$ cat src/rtl/fir_pkg.sv
// Shared types and constants for the FIR sample source.
// State encoding, error codes and default widths.
package fir_pkg;

  localparam int DATA_W_DEF    = 16;
  localparam int DEPTH_DEF     = 8;
  localparam int FRAME_LEN_DEF = 64;

  localparam logic [1:0] ERR_NONE     = 2'b00;
  localparam logic [1:0] ERR_OVERFLOW = 2'b01;

  typedef enum logic [1:0] {
    IDLE   = 2'd0,
    ACTIVE = 2'd1,
    TAGGED = 2'd2
  } fsm_state_t;

  function automatic logic [7:0] sat_inc8(
    input logic [7:0] v
  );
    return (v == 8'hFF) ? v : v + 8'd1;
  endfunction

endpackage

$ cat src/rtl/fir_sample_source_if.sv
// Avalon-ST style source bundle for the sample stream.
// master drives data/valid/framing, slave drives ready.
interface fir_sample_source_if
  import fir_pkg::*;
#(
  parameter int DATA_W = DATA_W_DEF
);

  logic [DATA_W-1:0] ast_source_data;
  logic              ast_source_valid;
  logic              ast_source_ready;
  logic [1:0]        ast_source_error;
  logic              ast_source_sop;
  logic              ast_source_eop;

  modport master (
    output ast_source_data,
    output ast_source_valid,
    input  ast_source_ready,
    output ast_source_error,
    output ast_source_sop,
    output ast_source_eop
  );

  modport slave (
    input  ast_source_data,
    input  ast_source_valid,
    output ast_source_ready,
    input  ast_source_error,
    input  ast_source_sop,
    input  ast_source_eop
  );

endinterface

$ cat src/rtl/fir_src_fifo.sv
// First-word fall-through sample FIFO with occupancy count.
// Caller presents only accepted push/pop; storage is not reset.
module fir_src_fifo
  import fir_pkg::*;
#(
  parameter int DATA_W = DATA_W_DEF,
  parameter int DEPTH  = DEPTH_DEF
) (
  input  logic                     clk,
  input  logic                     rst,
  input  logic                     i_flush,
  input  logic                     i_push,
  input  logic                     i_pop,
  input  logic [DATA_W-1:0]        i_data,
  output logic [DATA_W-1:0]        o_head,
  output logic                     o_empty,
  output logic                     o_full,
  output logic [$clog2(DEPTH):0]   o_count
);

  localparam int AW = $clog2(DEPTH);

  logic [DATA_W-1:0] r_mem [DEPTH];
  logic [AW-1:0]     r_wr_ptr;
  logic [AW-1:0]     r_rd_ptr;
  logic [AW:0]       r_count;

  // sample storage, written on accepted push only
  always_ff @(posedge clk) begin
    if (i_push && !i_flush) begin
      r_mem[r_wr_ptr] <= i_data;
    end
  end

  // pointers wrap naturally at the power-of-two depth
  always_ff @(posedge clk or posedge rst) begin
    if (rst) begin
      r_wr_ptr <= '0;
      r_rd_ptr <= '0;
    end else if (i_flush) begin
      r_wr_ptr <= '0;
      r_rd_ptr <= '0;
    end else begin
      if (i_push) r_wr_ptr <= r_wr_ptr + 1'b1;
      if (i_pop)  r_rd_ptr <= r_rd_ptr + 1'b1;
    end
  end

  // occupancy: simultaneous push and pop leaves it unchanged
  always_ff @(posedge clk or posedge rst) begin
    if (rst) begin
      r_count <= '0;
    end else if (i_flush) begin
      r_count <= '0;
    end else begin
      unique case ({i_push, i_pop})
        2'b10:   r_count <= r_count + 1'b1;
        2'b01:   r_count <= r_count - 1'b1;
        default: r_count <= r_count;
      endcase
    end
  end

  assign o_empty = (r_count == '0);
  assign o_full  = (r_count == (AW+1)'(DEPTH));
  assign o_count = r_count;
  assign o_head  = o_empty ? '0 : r_mem[r_rd_ptr];

endmodule

$ cat src/rtl/fir_sample_source.sv
// ADC sample source: FIFO, packet framing, overflow tagging.
// Optional FIR_SRC_CHANGE_DETECT_EN pushes on input change.
module fir_sample_source
  import fir_pkg::*;
#(
  parameter int DATA_W    = DATA_W_DEF,
  parameter int DEPTH     = DEPTH_DEF,
  parameter int FRAME_LEN = FRAME_LEN_DEF
) (
  input  logic                clk,
  input  logic                rst,
  input  logic [DATA_W-1:0]   sample_in,
  input  logic                sample_valid,
  input  logic                flush,
  fir_sample_source_if.master src,
  output logic                overflow,
  output logic [7:0]          drop_count
);

  localparam int AW = $clog2(DEPTH);
  localparam int BW = $clog2(FRAME_LEN);
  localparam logic [BW-1:0] LAST = BW'(FRAME_LEN - 1);

  logic              w_push_req;
  logic [DATA_W-1:0] w_push_data;
  logic              w_push;
  logic              w_pop;
  logic              w_drop;
  logic              w_valid;
  logic              w_empty;
  logic              w_full;
  logic [AW:0]       w_count;
  logic [AW:0]       w_cnt_nxt;
  logic [DATA_W-1:0] w_head;
  logic              w_in_tag;

  logic [BW-1:0]     r_beat;
  logic              r_overflow;
  logic [7:0]        r_drop_cnt;
  fsm_state_t        r_state;
  fsm_state_t        w_state_nxt;

`ifdef FIR_SRC_CHANGE_DETECT_EN
  logic [DATA_W-1:0] r_smp;
  logic [DATA_W-1:0] r_smp_d;
  logic [1:0]        r_hist;
  logic              w_unused_sample_valid;

  // register input and its previous value; r_hist gates
  // comparisons until both registers hold real samples
  always_ff @(posedge clk or posedge rst) begin
    if (rst) begin
      r_smp   <= '0;
      r_smp_d <= '0;
      r_hist  <= '0;
    end else begin
      r_smp   <= sample_in;
      r_smp_d <= r_smp;
      r_hist  <= {r_hist[0], 1'b1};
    end
  end

  assign w_push_req  = r_hist[1] && (r_smp != r_smp_d);
  assign w_push_data = r_smp;
  assign w_unused_sample_valid = sample_valid;
`else
  assign w_push_req  = sample_valid;
  assign w_push_data = sample_in;
`endif

  assign w_valid = !w_empty;
  assign w_pop   = w_valid && src.ast_source_ready && !flush;
  assign w_push  = w_push_req && (!w_full || w_pop) && !flush;
  assign w_drop  = w_push_req && w_full && !w_pop && !flush;

  assign w_cnt_nxt = w_count
                   + (AW+1)'(w_push)
                   - (AW+1)'(w_pop);

  fir_src_fifo #(
    .DATA_W (DATA_W),
    .DEPTH  (DEPTH)
  ) u_fifo (
    .clk     (clk),
    .rst     (rst),
    .i_flush (flush),
    .i_push  (w_push),
    .i_pop   (w_pop),
    .i_data  (w_push_data),
    .o_head  (w_head),
    .o_empty (w_empty),
    .o_full  (w_full),
    .o_count (w_count)
  );

  // beat position within the current packet
  always_ff @(posedge clk or posedge rst) begin
    if (rst) begin
      r_beat <= '0;
    end else if (flush) begin
      r_beat <= '0;
    end else if (w_pop) begin
      r_beat <= (r_beat == LAST) ? '0 : r_beat + 1'b1;
    end
  end

  // sticky overflow flag and saturating drop counter
  always_ff @(posedge clk or posedge rst) begin
    if (rst) begin
      r_overflow <= 1'b0;
      r_drop_cnt <= '0;
    end else if (flush) begin
      r_overflow <= 1'b0;
      r_drop_cnt <= '0;
    end else if (w_drop) begin
      r_overflow <= 1'b1;
      r_drop_cnt <= sat_inc8(r_drop_cnt);
    end
  end

  assign w_in_tag = !flush && !w_drop && (r_state == TAGGED);

  // next state; the case items are mutually exclusive
  always_comb begin
    w_state_nxt = r_state;
    unique case (1'b1)
      flush: w_state_nxt = IDLE;
      w_drop: w_state_nxt = TAGGED;
      w_in_tag: begin
        if (w_pop) begin
          w_state_nxt = (w_cnt_nxt != '0) ? ACTIVE : IDLE;
        end else begin
          w_state_nxt = TAGGED;
        end
      end
      default: begin
        w_state_nxt = (w_cnt_nxt != '0) ? ACTIVE : IDLE;
      end
    endcase
  end

  // control state register
  always_ff @(posedge clk or posedge rst) begin
    if (rst) begin
      r_state <= IDLE;
    end else begin
      r_state <= w_state_nxt;
    end
  end

  assign src.ast_source_valid = w_valid;
  assign src.ast_source_data  = w_head;
  assign src.ast_source_sop   = w_valid && (r_beat == '0);
  assign src.ast_source_eop   = w_valid && (r_beat == LAST);
  assign src.ast_source_error =
    (w_valid && r_state == TAGGED) ? ERR_OVERFLOW : ERR_NONE;

  assign overflow   = r_overflow;
  assign drop_count = r_drop_cnt;

endmodule

$ cat src/flat_wrapper.sv
// flat-port wrapper written by rule: the top's interface ports become plain ports
module fir_sample_source_flat import fir_pkg::*;
#(
  parameter int DATA_W    = DATA_W_DEF,
  parameter int DEPTH     = DEPTH_DEF,
  parameter int FRAME_LEN = FRAME_LEN_DEF
)
  (clk, rst, sample_in, sample_valid, flush, overflow, drop_count, src_ast_source_data, src_ast_source_valid, src_ast_source_ready, src_ast_source_error, src_ast_source_sop, src_ast_source_eop);
  fir_sample_source_if #(.DATA_W(DATA_W)) src_i ();
  input  logic clk;
  input  logic rst;
  input  logic [DATA_W-1:0] sample_in;
  input  logic sample_valid;
  input  logic flush;
  output logic overflow;
  output logic [7:0] drop_count;
  output wire logic [$bits(src_i.ast_source_data)-1:0] src_ast_source_data;
  output wire logic [$bits(src_i.ast_source_valid)-1:0] src_ast_source_valid;
  input wire logic [$bits(src_i.ast_source_ready)-1:0] src_ast_source_ready;
  output wire logic [$bits(src_i.ast_source_error)-1:0] src_ast_source_error;
  output wire logic [$bits(src_i.ast_source_sop)-1:0] src_ast_source_sop;
  output wire logic [$bits(src_i.ast_source_eop)-1:0] src_ast_source_eop;
  assign src_ast_source_data = src_i.ast_source_data;
  assign src_ast_source_valid = src_i.ast_source_valid;
  assign src_i.ast_source_ready = src_ast_source_ready;
  assign src_ast_source_error = src_i.ast_source_error;
  assign src_ast_source_sop = src_i.ast_source_sop;
  assign src_ast_source_eop = src_i.ast_source_eop;
  fir_sample_source #(.DATA_W(DATA_W), .DEPTH(DEPTH), .FRAME_LEN(FRAME_LEN)) u_core (.clk(clk), .rst(rst), .sample_in(sample_in), .sample_valid(sample_valid), .flush(flush), .src(src_i), .overflow(overflow), .drop_count(drop_count));
endmodule
$ cat config.mk
export PLATFORM = sky130hd
export DESIGN_NAME = fir_sample_source_flat
export DESIGN_NICKNAME = d
export VERILOG_FILES = /design/src/rtl/fir_pkg.sv /design/src/rtl/fir_sample_source_if.sv /design/src/rtl/fir_src_fifo.sv /design/src/rtl/fir_sample_source.sv /design/src/flat_wrapper.sv
export SDC_FILE = /design/constraint.sdc
export NUM_CORES = 1
export LEC_CHECK = 0
export BUFFER_PORTS_ARGS = -buffer_cell sky130_fd_sc_hd__buf_2
export CAP_MARGIN = 25
export CELL_PAD_IN_SITES_DETAIL_PLACEMENT = 1
export CELL_PAD_IN_SITES_GLOBAL_PLACEMENT = 1
export CORE_ASPECT_RATIO = 0.8
export CORE_MARGIN = 5
export CORE_UTILIZATION = 50
export DETAILED_ROUTE_END_ITERATION = 10
export HOLD_SLACK_MARGIN = 0.15
export PLACE_DENSITY_LB_ADDON = 0.3
export SETUP_SLACK_MARGIN = 0.3
export SYNTH_ARGS = -nofsm -noshare
export SYNTH_HDL_FRONTEND = slang
export SYNTH_SLANG_ARGS = --single-unit
$ cat constraint.sdc
create_clock -name clk -period 3.9 [get_ports clk]
set_clock_uncertainty 0.15 [all_clocks]
set_input_delay 0.78 -clock clk [delete_from_list [all_inputs] [get_ports clk]]
set_output_delay 0.78 -clock clk [all_outputs]
set_load 0.03 [all_outputs]
* Word-level counts from Yosys, hierarchy flattened
Memories as Yosys holds them, arrays and structs flattened. Index checks and enable logic that the tools add are counted.
Storage, ports and cells: word-level logic and storage cells 71, input bits 21, RAM bits 128, register bits 27, memories 1
Memories:
- u_core.u_fifo.r_mem | words 8, bits a word 16, read ports 1, clocked after Yosys merged registers in 0, wr ports 1, line fir_src_fifo.sv:23 | logic [DATA_W-1:0] r_mem [DEPTH];
Cells by class: equality and inequality tests 7, add/subtract/negate cells 8, reductions and logical operators 27, muxes and demuxes 21
Operators with widths (number):
- $mux W8 | 3
- $mux W6 | 3
- $mux W16 | 1
- $logic_and A1 B1 Y1 | 13
- $mux W3 | 4
- $add A8 B1 Y8 const B | 1
- $eq A8 B8 Y1 const B | 1
- $pmux W4 S2 | 1
- $add A3 B1 Y3 const B | 2
- $add A6 B1 Y6 const B | 1
- $eq A6 B6 Y1 const B | 1
- $logic_not A6 Y1 | 1
- $mux W1 | 6
- $pmux W2 S3 | 1
- $reduce_bool A2 Y1 | 3
- $logic_not A1 Y1 | 5
- $add A4 B1 Y4 | 1
- $add A4 B1 Y4 const B | 1
- $eq A2 B2 Y1 const B | 2
- $eq A4 B4 Y1 const B | 1
- $logic_not A4 Y1 | 1
- $mux W4 | 1
- $reduce_bool A4 Y1 | 1
- $sub A4 B1 Y4 | 1
- 7 further kinds | 7

* Logic depth before layout (Yosys ltp)
depth in word-level cells 13, mapped depth 15, mapped depth without buffers 14

* Modules after synthesis
From an unflattened synthesis, not the netlist that was laid out.
Unflattened totals: cells, all modules 379, area total of the unflattened synthesis 6545.0 µm²
By module, submodules not included:
- fir_src_fifo | area an instance 5462.7 µm², cells each 262, seq. area each 4093.9 µm², instances 1
- fir_sample_source | area an instance 1082.3 µm², cells each 117, seq. area each 425.4 µm², instances 1

* Worst setup path after synthesis
OpenSTA, ideal clock, no wires.
path type input port to flip-flop, from in flush, to mem u_core.u_fifo.r_mem[1][0] (netlist bit), enable pin, required time 3.341 ns, path slack 0.530 ns, library setup time 0.409 ns, stages 5, buffers on the path 0, data arrival time 2.811 ns, path through or3b_1 > a21bo_2 > nor2_1 > nand2_1 > nor3_1
On the way: cells in the longest elaborated chain, start to end 8
RTL lines:
- start, declared | line flat_wrapper.sv:14 | input logic flush;
- $logic_not A1 Y1 (*) | line fir_src_fifo.sv:30, fir_sample_source.sv:72, fir_sample_source.sv:73
- $logic_and A1 B1 Y1 | line fir_sample_source.sv:72 | assign w_pop = w_valid && src.ast_source_ready && !flush;
- $logic_or A1 B1 Y1 | line fir_sample_source.sv:73 | assign w_push = w_push_req && (!w_full || w_pop) && !flush;
- $logic_and A1 B1 Y1 (2 in series) | line fir_sample_source.sv:73
- $logic_and A1 B1 Y1 (*) | line fir_src_fifo.sv:30 | if (i_push && !i_flush) begin
- $mux W1 (*) | line fir_src_fifo.sv:30
- $mux W1 (implied by the code) (*) | line fir_src_fifo.sv:31 | r_mem[r_wr_ptr] <= i_data;
- end, declared | line fir_src_fifo.sv:23
Mark *: on every way between the ends. The rest lies on a longest branch, timed or not.

* Worst setup path after layout
from reg u_core.u_fifo.r_rd_ptr[0], to out src_ast_source_data[11]
On the way: cells in the longest elaborated chain, start to end 2
RTL lines:
- start, declared | line fir_src_fifo.sv:25 | logic [AW-1:0] r_rd_ptr;
- start signal, assigned | line fir_src_fifo.sv:45 | if (i_pop) r_rd_ptr <= r_rd_ptr + 1'b1;
- $mem_v2 Z8 W16
- $mux W16 | line fir_src_fifo.sv:67 | assign o_head = o_empty ? '0 : r_mem[r_rd_ptr];
- end, declared | line flat_wrapper.sv:17 | output wire logic [$bits(src_i.ast_source_data)-1:0] src_ast_source_data;
No other way between the ends.

==> flow_metrics.env <==
export IMPL_outcome="finished clean"
export IMPL_cts_tree="built"
export IMPL_num_nets_final=494
export IMPL_ant_nets=0
export IMPL_startpoint_type="flip-flop"
export IMPL_grt_ovfl_total=0
export IMPL_die_area_um2=15540
export IMPL_synth_ff_type="edfxtp_1"
export IMPL_post_route_period_util_pct=83.56
export IMPL_fp_dieH_um=112.5
export IMPL_place_gp_congestion=0.7435
export IMPL_synth_edf_count=128
export IMPL_wl_per_cell_um=21.75
export IMPL_hold_path_class="input pin to async pin"
export IMPL_final_common_cell="edfxtp_1"
export IMPL_synthCells=394
export IMPL_async_reset_ff_share_pct=17.42
export IMPL_min_period_ns=3.259
export IMPL_antenna_found_initial=0
export IMPL_drt_iter0_drc=271
export IMPL_timing_final_hold_violations=0
export IMPL_worstMarginPinSlew_ns=0.5373
export IMPL_path_class="flip-flop to output port"
export IMPL_syn_to_final_growth_pct=16.83
export IMPL_fp_row_count=37
export IMPL_numCtsBuffers=17
export IMPL_drt_pass1_iterations=4
export IMPL_syn_avg_cell_area_um2=16.67
export IMPL_syn_num_nets=430
export IMPL_grt_total_usage_pct=19.20
export IMPL_ys_warn_count=0
export IMPL_cellPowerDensity_nw_per_um2=634.6
export IMPL_via_count=3632
export IMPL_slew_viol_final=0
export IMPL_numPortBuffers=49
export IMPL_seq_area_frac_synth_pct=68.83
export IMPL_initial_core_util_pct=51.02
export IMPL_via_per_inst=5.631
export IMPL_clkLatencyLatePin_ns=0.42
export IMPL_htree_levels=4
export IMPL_mostFrequentLayoutCells="edfxtp_1 (128), buf_2 (49), nor2_1 (48)"
export IMPL_clkSlewWorstSetupHoldPaths_ns=0.07
export IMPL_synthSimpleGateAreaFrac_pct=7.336
export IMPL_synth_seq_cells=155
export IMPL_drv_cap=0
export IMPL_cts_hold_repair_buffers=0
export IMPL_ir_drop_mv=0.3487
export IMPL_rsz0062_at_grt="no"
export IMPL_drive_above_1_share_pct=28.72
export IMPL_p_leak_uw=0.002763
export IMPL_fmax_mhz=306.9
export IMPL_cts_buffer_depth=2
export IMPL_pin_count=51
export IMPL_synthXorXnorAreaFrac_pct=2.268
export IMPL_drc=0
export IMPL_grt_pass1_vias=3943
export IMPL_slew_limit_headroom_pct=64.14
export IMPL_setup_viol=0
export IMPL_routed_wl_um=14030
export IMPL_ctsResizeCount=0
export IMPL_tns_ns=0
export IMPL_crit_required_ns=2.97
export IMPL_core_area_um2=12870
export IMPL_end_kind="output port"
export IMPL_synth_adder_area_share_pct=3.087
export IMPL_critPathMaxFanout=24
export IMPL_die_x_um=138.1
export IMPL_grt_max_degree=34
export IMPL_syn_area_um2=6566
export IMPL_ys_types=43
export IMPL_synthMuxAreaShare_pct=14.02
export IMPL_synth_top_family_by_area="multiplexers"
export IMPL_cts_setup_buffers=0
export IMPL_clock_sinks=155
export IMPL_clockRootBuffer="clkbuf_16"
export IMPL_grt_pass1_wl_um=22780
export IMPL_hold_slack_ns=0.2411
export IMPL_dpl_hpwl_um=8680
export IMPL_cp_arrival_ns=2.33
export IMPL_synth_compound_area_share_pct=2.287
export IMPL_diodes=0
==> power by group <==
| part | switching, uW | total, uW | leakage [uW] | internal, uW |
|---|---|---|---|---|
| registers | 76.6 | 1940 | 0.00152 | 1870 |
| clock network | 688 | 1640 | 0.000279 | 953 |
| logic | 789 | 1280 | 0.000959 | 494 |
| total | 1550 | 4870 | 0.00276 | 3310 |
==> critical path, cell delays in order (launching register included) <==
cell and delay (ns):
dfrtp_2 0.63, buf_12 0.28, mux4_2 0.55, mux2i_1 0.18
nor2_1 0.06, buf_2 0.19
==> sequential cells by signal, summed over array words and instances (netlist names) <==
name	count
u_core.drop_count	8
u_core.r_beat	6
u_core.u_fifo.r_wr_ptr	3
u_core.r_state	2
u_core.u_fifo.o_count	4
u_core.overflow	1
u_core.u_fifo.r_rd_ptr	3
u_core.u_fifo.r_mem	128
==> final timing paths <==
kind	startpoint	to	slack, ns	cells past startpoint
setup / recovery	u_core.u_fifo.r_rd_ptr[0]	src_ast_source_data[11]	0.64	5
hold / removal	rst	u_core.r_state[1]	0.24	2
setup reg to reg	u_core.u_fifo.o_count[1]	u_core.u_fifo.o_count[3]	0.97	11
hold reg to reg	u_core.overflow	u_core.overflow	0.36	2
max in group asynchronous	rst	u_core.u_fifo.r_rd_ptr[0]	2.88	3
min in group clk	u_core.overflow	u_core.overflow	0.36	2
==> stage by stage <==
step | total power [uW] | instance area [um2] | setup WS [ns] | cells | util, %
floorplan | 2913 | 6566 | 0.5298 | 394 | -
global placement | 3233 | 7061 | 0.8449 | 613 | 54.86
detailed placement | 3278 | 7088 | 0.7181 | 614 | 55.07
CTS | 4930 | 7671 | 0.5824 | 645 | 59.61
global route | 5117 | 7671 | 0.4953 | 645 | 59.61
finish | 4868 | 7671 | 0.6411 | 645 | 59.61
==> cell families (layout without fill, tap and decap cells) <==
kind of cell             Yosys count  after routing
AO/OA/AOI/OAI                     22             22
AND/OR/NAND/NOR                  100            100
flip-flops                       155            155
XOR/XNOR                          17             17
other                              1              1
buffers and inverters             32            108
multiplexers                      52             52
adder cells (fa/ha/maj)           15             15
==> synth_stat cells (2+ instances only) <==
cell type	instances	share of area [%]
nor2_1	48	2.7
nand3_1	7	0.53
nand2_1	12	0.69
edfxtp_1	128	59
and2_1	2	0.19
buf_4	3	0.34
inv_1	13	0.74
nand4_1	5	0.48
buf_2	6	0.46
a21o_1	2	0.23
mux2i_1	20	3.0
fa_1	2	0.61
ha_1	13	2.5
xor2_1	7	0.93
clkbuf_1	8	0.46
nor4_1	2	0.19
mux4_2	32	11
a21oi_1	10	0.76
xnor2_1	10	1.3
nand2b_1	4	0.38
o21ai_0	3	0.23
nor3_1	5	0.38
or3_1	3	0.29
and3_1	4	0.38
dfrtp_1	27	10
==> layout make-up <==
type	instances	area, um2
inverters	14	52.55
flip-flops and latches	155	4521
repair buffers	63	382.9
clock buffers	17	425.4
clock inverters	14	157.7
multi-input cells	207	1913
well taps	175	219.0
fillers	1211	5199
==> metal layers <==
layer  GRT usage, %  up-vias  wire (um)
li1               -     1629          -
met1          25.70     1912       6280
met2          32.18       77       7126
met3          3.918       14        458
met4          5.662        0        162
met5              0        -          0
Note: power is estimated with default switching activity, not from simulation.
